==> src/rtl/qsys_pio_pkg.sv <==
// Shared register map, edge encodings and counter sizing for the Qsys PIO family.
package qsys_pio_pkg;

  typedef enum logic [1:0] {
    ADDR_DATA = 2'd0,
    ADDR_RAW  = 2'd1,
    ADDR_MASK = 2'd2,
    ADDR_EDGE = 2'd3
  } pio_addr_e;

  localparam int EDGE_RISING  = 0;
  localparam int EDGE_FALLING = 1;
  localparam int EDGE_ANY     = 2;

  // One extra bit keeps the terminal count representable for powers of two.
  function automatic int cnt_width(input int cycles);
    return $clog2(cycles) + 1;
  endfunction

endpackage

==> src/rtl/switch_debounce_bit.sv <==
// One switch bit: SYNC_STAGES-deep synchroniser followed by a stability filter.
// With SWITCH_DEBOUNCE_EN undefined the filter collapses to a single flop.
module switch_debounce_bit
  import qsys_pio_pkg::*;
#(
  parameter int SYNC_STAGES     = 2,
  parameter int DEBOUNCE_CYCLES = 50000
) (
  input  logic clk,
  input  logic reset,
  input  logic d_i,
  output logic sync_o,
  output logic stable_o
);

  if (SYNC_STAGES < 2 || DEBOUNCE_CYCLES < 2) begin : g_bad_param
    $error("switch_debounce_bit: SYNC_STAGES and DEBOUNCE_CYCLES must be >= 2");
  end

  logic [SYNC_STAGES-1:0] sync_q;
  logic                   stable_q;

  always_ff @(posedge clk) begin
    if (reset) sync_q <= '0;
    else       sync_q <= {sync_q[SYNC_STAGES-2:0], d_i};
  end

  assign sync_o = sync_q[SYNC_STAGES-1];

`ifdef SWITCH_DEBOUNCE_EN
  localparam int             CW      = cnt_width(DEBOUNCE_CYCLES);
  localparam logic [CW-1:0]  CNT_MAX = CW'(DEBOUNCE_CYCLES - 1);

  logic [CW-1:0] cnt_q;

  // Any sample matching the accepted level restarts qualification.
  always_ff @(posedge clk) begin
    if (reset) begin
      cnt_q    <= '0;
      stable_q <= 1'b0;
    end else if (sync_o == stable_q) begin
      cnt_q    <= '0;
    end else if (cnt_q == CNT_MAX) begin
      stable_q <= sync_o;
      cnt_q    <= '0;
    end else begin
      cnt_q    <= cnt_q + 1'b1;
    end
  end
`else
  always_ff @(posedge clk) begin
    if (reset) stable_q <= 1'b0;
    else       stable_q <= sync_o;
  end
`endif

  assign stable_o = stable_q;

endmodule

==> src/rtl/qsys_switch_irq.sv <==
// Avalon-MM switch/button PIO with debounce, edge capture (W1C), irq mask and irq.
// Debounce counters are built only when SWITCH_DEBOUNCE_EN is defined.
module qsys_switch_irq
  import qsys_pio_pkg::*;
#(
  parameter int WIDTH           = 6,
  parameter int SYNC_STAGES     = 2,
  parameter int DEBOUNCE_CYCLES = 50000,
  parameter int EDGE_TYPE       = 0
) (
  input  logic             clk,
  input  logic             reset,
  input  logic [1:0]       address,
  input  logic             write,
  input  logic [31:0]      writedata,
  output logic [31:0]      readdata,
  input  logic [WIDTH-1:0] in_port,
  output logic             irq
);

  logic [WIDTH-1:0] sync, stable, edge_ev;
  logic [WIDTH-1:0] prev_q, mask_q, mask_d, cap_q, cap_d;
  logic [31:0]      rdata_q, rdata_d;
  logic             irq_q;
  logic             unused_wdata;

  for (genvar i = 0; i < WIDTH; i++) begin : g_bit
    switch_debounce_bit #(
      .SYNC_STAGES    (SYNC_STAGES),
      .DEBOUNCE_CYCLES(DEBOUNCE_CYCLES)
    ) u_bit (
      .clk     (clk),
      .reset   (reset),
      .d_i     (in_port[i]),
      .sync_o  (sync[i]),
      .stable_o(stable[i])
    );
  end

  always_comb begin
    if (EDGE_TYPE == EDGE_FALLING)  edge_ev = ~stable & prev_q;
    else if (EDGE_TYPE == EDGE_ANY) edge_ev = stable ^ prev_q;
    else                            edge_ev = stable & ~prev_q;
  end

  always_comb begin
    mask_d = mask_q;
    cap_d  = cap_q;
    if (write && pio_addr_e'(address) == ADDR_MASK) mask_d = writedata[WIDTH-1:0];
    if (write && pio_addr_e'(address) == ADDR_EDGE) cap_d  = cap_q & ~writedata[WIDTH-1:0];
    // Set after clear so a coincident edge survives the W1C.
    cap_d = cap_d | edge_ev;
  end

  always_comb begin
    rdata_d = '0;
    case (pio_addr_e'(address))
      ADDR_DATA: rdata_d = 32'(stable);
      ADDR_RAW:  rdata_d = 32'(sync);
      ADDR_MASK: rdata_d = 32'(mask_q);
      ADDR_EDGE: rdata_d = 32'(cap_q);
      default:   rdata_d = '0;
    endcase
  end

  always_ff @(posedge clk) begin
    if (reset) begin
      prev_q  <= '0;
      mask_q  <= '0;
      cap_q   <= '0;
      rdata_q <= '0;
      irq_q   <= 1'b0;
    end else begin
      prev_q  <= stable;
      mask_q  <= mask_d;
      cap_q   <= cap_d;
      rdata_q <= rdata_d;
      irq_q   <= |(cap_q & mask_q);
    end
  end

  assign readdata     = rdata_q;
  assign irq          = irq_q;
  assign unused_wdata = ^writedata;

endmodule
==> config.mk <==
export PLATFORM = sky130hd
export DESIGN_NAME = qsys_switch_irq
export DESIGN_NICKNAME = d
export VERILOG_FILES = /design/src/rtl/qsys_pio_pkg.sv /design/src/rtl/switch_debounce_bit.sv /design/src/rtl/qsys_switch_irq.sv
export SDC_FILE = /design/constraint.sdc
export NUM_CORES = 1
export LEC_CHECK = 0
export ABC_AREA = 0
export BUFFER_PORTS_ARGS = -buffer_cell sky130_fd_sc_hd__buf_2
export CAP_MARGIN = 20
export CORE_MARGIN = 1
export CORE_UTILIZATION = 35
export CTS_CLUSTER_DIAMETER = 120
export CTS_CLUSTER_SIZE = 25
export DETAILED_ROUTE_END_ITERATION = 6
export MAX_ROUTING_LAYER = met4
export PLACE_DENSITY_LB_ADDON = 0.08
export SLEW_MARGIN = 25
export SYNTH_ARGS = -nofsm -noshare
export SYNTH_HDL_FRONTEND = slang
export SYNTH_SLANG_ARGS = --single-unit
export TNS_END_PERCENT = 10
==> constraint.sdc <==
create_clock -name clk -period 2.6 [get_ports clk]
set_input_delay 0.52 -clock clk [delete_from_list [all_inputs] [get_ports clk]]
set_output_delay 0.52 -clock clk [all_outputs]
set_load 0.1 [all_outputs]
==> impl_results.html <==
<table>
<tr><th>Metric</th><th>Value</th></tr>
<tr><th colspan="2">Critical path</th></tr>
<tr><td>Launch instance of the worst register-to-register path</td><td>mask_q[1]</td></tr>
<tr><td>CP bufs+invs</td><td>1</td></tr>
<tr><td>CP max FO</td><td>1</td></tr>
<tr><td>CP Data Arrival Time</td><td>1.02 ns</td></tr>
<tr><td>Crit path max-delay cell type</td><td>sky130_fd_sc_hd__buf_2</td></tr>
<tr><td>Top delay family on crit path</td><td>buffers and inverters</td></tr>
<tr><td>Cells along the critical path</td><td>buf_2</td></tr>
<tr><td>Reg-to-reg slack, setup</td><td>1.53 ns</td></tr>
<tr><td>R2R Path End</td><td>readdata[1]</td></tr>
<tr><td>Setup crit end kind</td><td>primary output</td></tr>
<tr><td>Delay contributed by the slowest stage of the critical path</td><td>0.42 ns</td></tr>
<tr><td>Data required time at the worst endpoint</td><td>2.08 ns</td></tr>
<tr><td>Depth of the worst register-to-register path</td><td>2</td></tr>
<tr><td>WS Path Type</td><td>flip-flop to primary output</td></tr>
<tr><td>CP startpoint kind</td><td>flip-flop</td></tr>
<tr><th colspan="2">STA</th></tr>
<tr><td>Post-route minimum period</td><td>1.54 ns</td></tr>
<tr><td>Unrepaired setup endpoints after global routing</td><td>no</td></tr>
<tr><td>Worst Hold Slack</td><td>0.433 ns</td></tr>
<tr><td>Count of final max-slew check failures</td><td>0</td></tr>
<tr><td>Number of hold violations in the final report</td><td>0</td></tr>
<tr><td>Max Fclk</td><td>651 MHz</td></tr>
<tr><td>Headroom to the max-slew limit</td><td>0.476</td></tr>
<tr><td>Setup Viol. Count Final</td><td>0</td></tr>
<tr><td>Final clock period utilization by the worst path</td><td>0.591</td></tr>
<tr><td>Summed negative setup slack over all endpoints</td><td>0 ns</td></tr>
<tr><td>Transition time at the pin with the least slew margin</td><td>0.786 ns</td></tr>
<tr><td>Final Skew</td><td>0.00527 ns</td></tr>
<tr><th colspan="2">Route</th></tr>
<tr><td>Via/cell ratio</td><td>4.29</td></tr>
<tr><td>Drc violations</td><td>6</td></tr>
<tr><td>WL met2</td><td>1.15 mm</td></tr>
<tr><td>Routed met1 length</td><td>1.26 mm</td></tr>
<tr><td>Iteration count of the initial detailed-routing pass</td><td>6</td></tr>
<tr><td>Routed wl met3</td><td>167 um</td></tr>
<tr><td>Detailed-route wire length</td><td>2.63 mm</td></tr>
<tr><td>Overall via count from detail_route</td><td>979</td></tr>
<tr><td>Detailed router's first-iteration violation count</td><td>63</td></tr>
<tr><td>Detail-routed net length per standard cell</td><td>11.5 um</td></tr>
<tr><td>Count of antenna-violating nets left after detailed routing</td><td>0</td></tr>
<tr><td>Max layer used</td><td>met4</td></tr>
<tr><th colspan="2">Outcome</th></tr>
<tr><td>Violated checks</td><td>design-rule violations</td></tr>
<tr><td>Outcome</td><td>finished with violations</td></tr>
<tr><th colspan="2">CTS</th></tr>
<tr><td>Number of buffers added to fix hold violations after cts</td><td>0</td></tr>
<tr><td>Root buffer cell</td><td>sky130_fd_sc_hd__clkbuf_8</td></tr>
<tr><td>H-tree levels</td><td>2</td></tr>
<tr><td>CTS tree</td><td>done</td></tr>
<tr><td>Number of CTS-inserted buffers</td><td>5</td></tr>
<tr><td>CTS Buffer Depth</td><td>2</td></tr>
<tr><td>Clock slew seen by the registers of the worst setup and hold paths</td><td>0.07 ns</td></tr>
<tr><td>Insertion delay to the later sink of the worst-skew pair</td><td>0.28 ns</td></tr>
<tr><td>Setup fix buffers added after clock tree synthesis</td><td>0</td></tr>
<tr><td>Clock net sink count</td><td>43</td></tr>
<tr><td>Post-CTS Resized</td><td>0</td></tr>
<tr><th colspan="2">Power</th></tr>
<tr><td>Worst-case vdd ir drop</td><td>346 uV</td></tr>
<tr><td>Leakage power</td><td>0.804 nW</td></tr>
<tr><td>Power per cell area</td><td>737 nW/um2</td></tr>
<tr><th colspan="2">Floorplanning</th></tr>
<tr><td>Die Y-Extent</td><td>71.1 um</td></tr>
<tr><td>I/O pins</td><td>76</td></tr>
<tr><td>Die ar.</td><td>5050 um2</td></tr>
<tr><td>Starting density of the core</td><td>0.373</td></tr>
<tr><td>Die span in x</td><td>71.1 um</td></tr>
<tr><td>Placement Rows</td><td>24</td></tr>
<tr><td>Core Box Area</td><td>4470 um2</td></tr>
<tr><th colspan="2">Place</th></tr>
<tr><td>Placed Cells incl. Taps</td><td>222</td></tr>
<tr><td>Routability cong.</td><td>0.726</td></tr>
<tr><td>Port Buffers</td><td>23</td></tr>
<tr><td>Half-perimeter wire length after placement</td><td>1.78 mm</td></tr>
<tr><th colspan="2">Final layout</th></tr>
<tr><td>Area of the multi-input gates</td><td>653 um2</td></tr>
<tr><td>Fillcell total</td><td>447</td></tr>
<tr><td>Fin cells</td><td>228</td></tr>
<tr><td>Final layout net count</td><td>220</td></tr>
<tr><td>Layout cell share with drive strength beyond 1</td><td>0.205</td></tr>
<tr><td>Ant. Diodes</td><td>0</td></tr>
<tr><td>Relative area change from synthesis to final layout</td><td>7.20%</td></tr>
<tr><td>Area of all sequential standard cells</td><td>861 um2</td></tr>
<tr><th colspan="2">Synth</th></tr>
<tr><td>Seq cells post-synth</td><td>43</td></tr>
<tr><td>Mean instance size in the synthesized netlist</td><td>10.8 um2</td></tr>
<tr><td>Netlist Area Pre-Place</td><td>1670 um2</td></tr>
<tr><td>Yosys synthesis warning count</td><td>0</td></tr>
<tr><td>Part of the Yosys area used for sequential elements</td><td>0.516</td></tr>
<tr><td>Distinct cells, synth</td><td>19</td></tr>
<tr><td>Mapped Cells</td><td>154</td></tr>
<tr><th colspan="2">GRT</th></tr>
<tr><td>Number of antenna violations at the first check in global routing</td><td>0</td></tr>
<tr><td>GRT Util Overall</td><td>0.117</td></tr>
<tr><td>Pin count of the biggest net entering global routing</td><td>44</td></tr>
<tr><td>Final global-route overflow total</td><td>0</td></tr>
<tr><td>Via count of the first global-routing pass</td><td>852</td></tr>
<tr><td>First-pass GRT wire length</td><td>4.29 mm</td></tr>
<tr><th colspan="2">Min path</th></tr>
<tr><td>End of the worst hold path</td><td>g_bit[5].u_bit.sync_q[1]</td></tr>
<tr><td>Hold WC Path Type</td><td>flip-flop to flip-flop</td></tr>
<tr><td>Startpoint of the lowest-slack hold path</td><td>g_bit[5].u_bit.sync_q[0]</td></tr>
<tr><td>Min-Delay Path Depth</td><td>1</td></tr>
<tr><th colspan="2">Job</th></tr>
<tr><td>Maximum Capacitance Violations</td><td>0</td></tr>
</table>
## how the worst max path moves through the flow
stage	startpoint	end	slack (ns)	cells past startpoint
after global placement	address[0]	readdata[4]	0.99	3
final	readdata[3]	readdata[3]	1.06	1
after floorplan	irq	irq	1.17	0
after detailed placement	address[0]	readdata[1]	0.96	3
after CTS	readdata[3]	readdata[3]	1.06	1
after global routing	readdata[0]	readdata[0]	1.03	1
## Yosys cell counts, drive strengths merged
cell type | instances | share of area
a21oi | 6 | 0.018
a22oi | 3 | 0.013
a31oi | 1 | 0.0038
buf | 28 | 0.13
clkbuf | 4 | 0.0090
conb | 1 | 0.0022
dfxtp | 43 | 0.52
inv | 6 | 0.013
mux2i | 6 | 0.036
mux4 | 6 | 0.081
nand2b | 6 | 0.022
nand3 | 1 | 0.0030
nand3b | 1 | 0.0067
nor2 | 6 | 0.013
nor2b | 30 | 0.12
o21ai | 6 | 0.018
## through the flow
step	setup WS, ns	cell area [um2]	util	power [W]
final	1.06	1790	0.400	0.00132
after global routing	1.03	1790	0.400	0.00137
after CTS	1.06	1790	0.400	0.00133
after global placement	0.988	1720	0.384	0.000957
after floorplan	1.17	1760	-	0.000963
after detailed placement	0.965	1720	0.384	0.000958
## routing by layer
layer	track usage	vias to the layer above
li1	-	489
met1	0.149	446
met2	0.169	39
met3	0.0370	5
met4	0.0533	0
met5	-	-
## sequential cells by signal, indices dropped and copies added (netlist names)
signal	cells
g_bit.u_bit.sync_q	12
cap_q	6
g_bit.u_bit.stable_o	6
mask_q	6
prev_q	6
readdata	6
irq	1
## placed cells by master (no fill, tap or decap), drive strengths merged
cell	netlist	final
a21oi	6	6
inv	6	6
mux2i	6	6
nor2	6	6
a31oi	1	1
mux4	6	6
a22oi	3	3
nand2b	6	6
nor2b	30	30
nand3b	1	1
clkbuf	4	6
o21ai	6	6
nand3	1	1
dfxtp	43	43
buf	28	23
conb	1	26
## cell type report
class                      count  area share
sequential                    43       0.481
timing repair buffer          23      0.0643
multi-input combinational     98       0.365
tap                           52      0.0364
inverter                       6      0.0126
clock buffer                   6      0.0406
## where the power goes
| part | internal (W) | total [W] | leakage, nW | switching (W) |
|---|---|---|---|---|
| sequential | 0.000680 | 0.000690 | 0.351 | 0.0000100 |
| combinational | 0.0000359 | 0.000252 | 0.416 | 0.000216 |
| clock | 0.000179 | 0.000376 | 0.0371 | 0.000197 |
## kinds of logic (layout without fill, tap and decap cells)
logic type	Yosys count	count (layout)	share of synthesized area
multiplexers	12	12	0.117
other	1	26	0.00225
AO/OA/AOI/OAI	16	16	0.0532
buffers and inverters	38	35	0.149
flip-flops	43	43	0.516
AND/OR/NAND/NOR	44	44	0.163
Power figures use the tool's default switching activity.
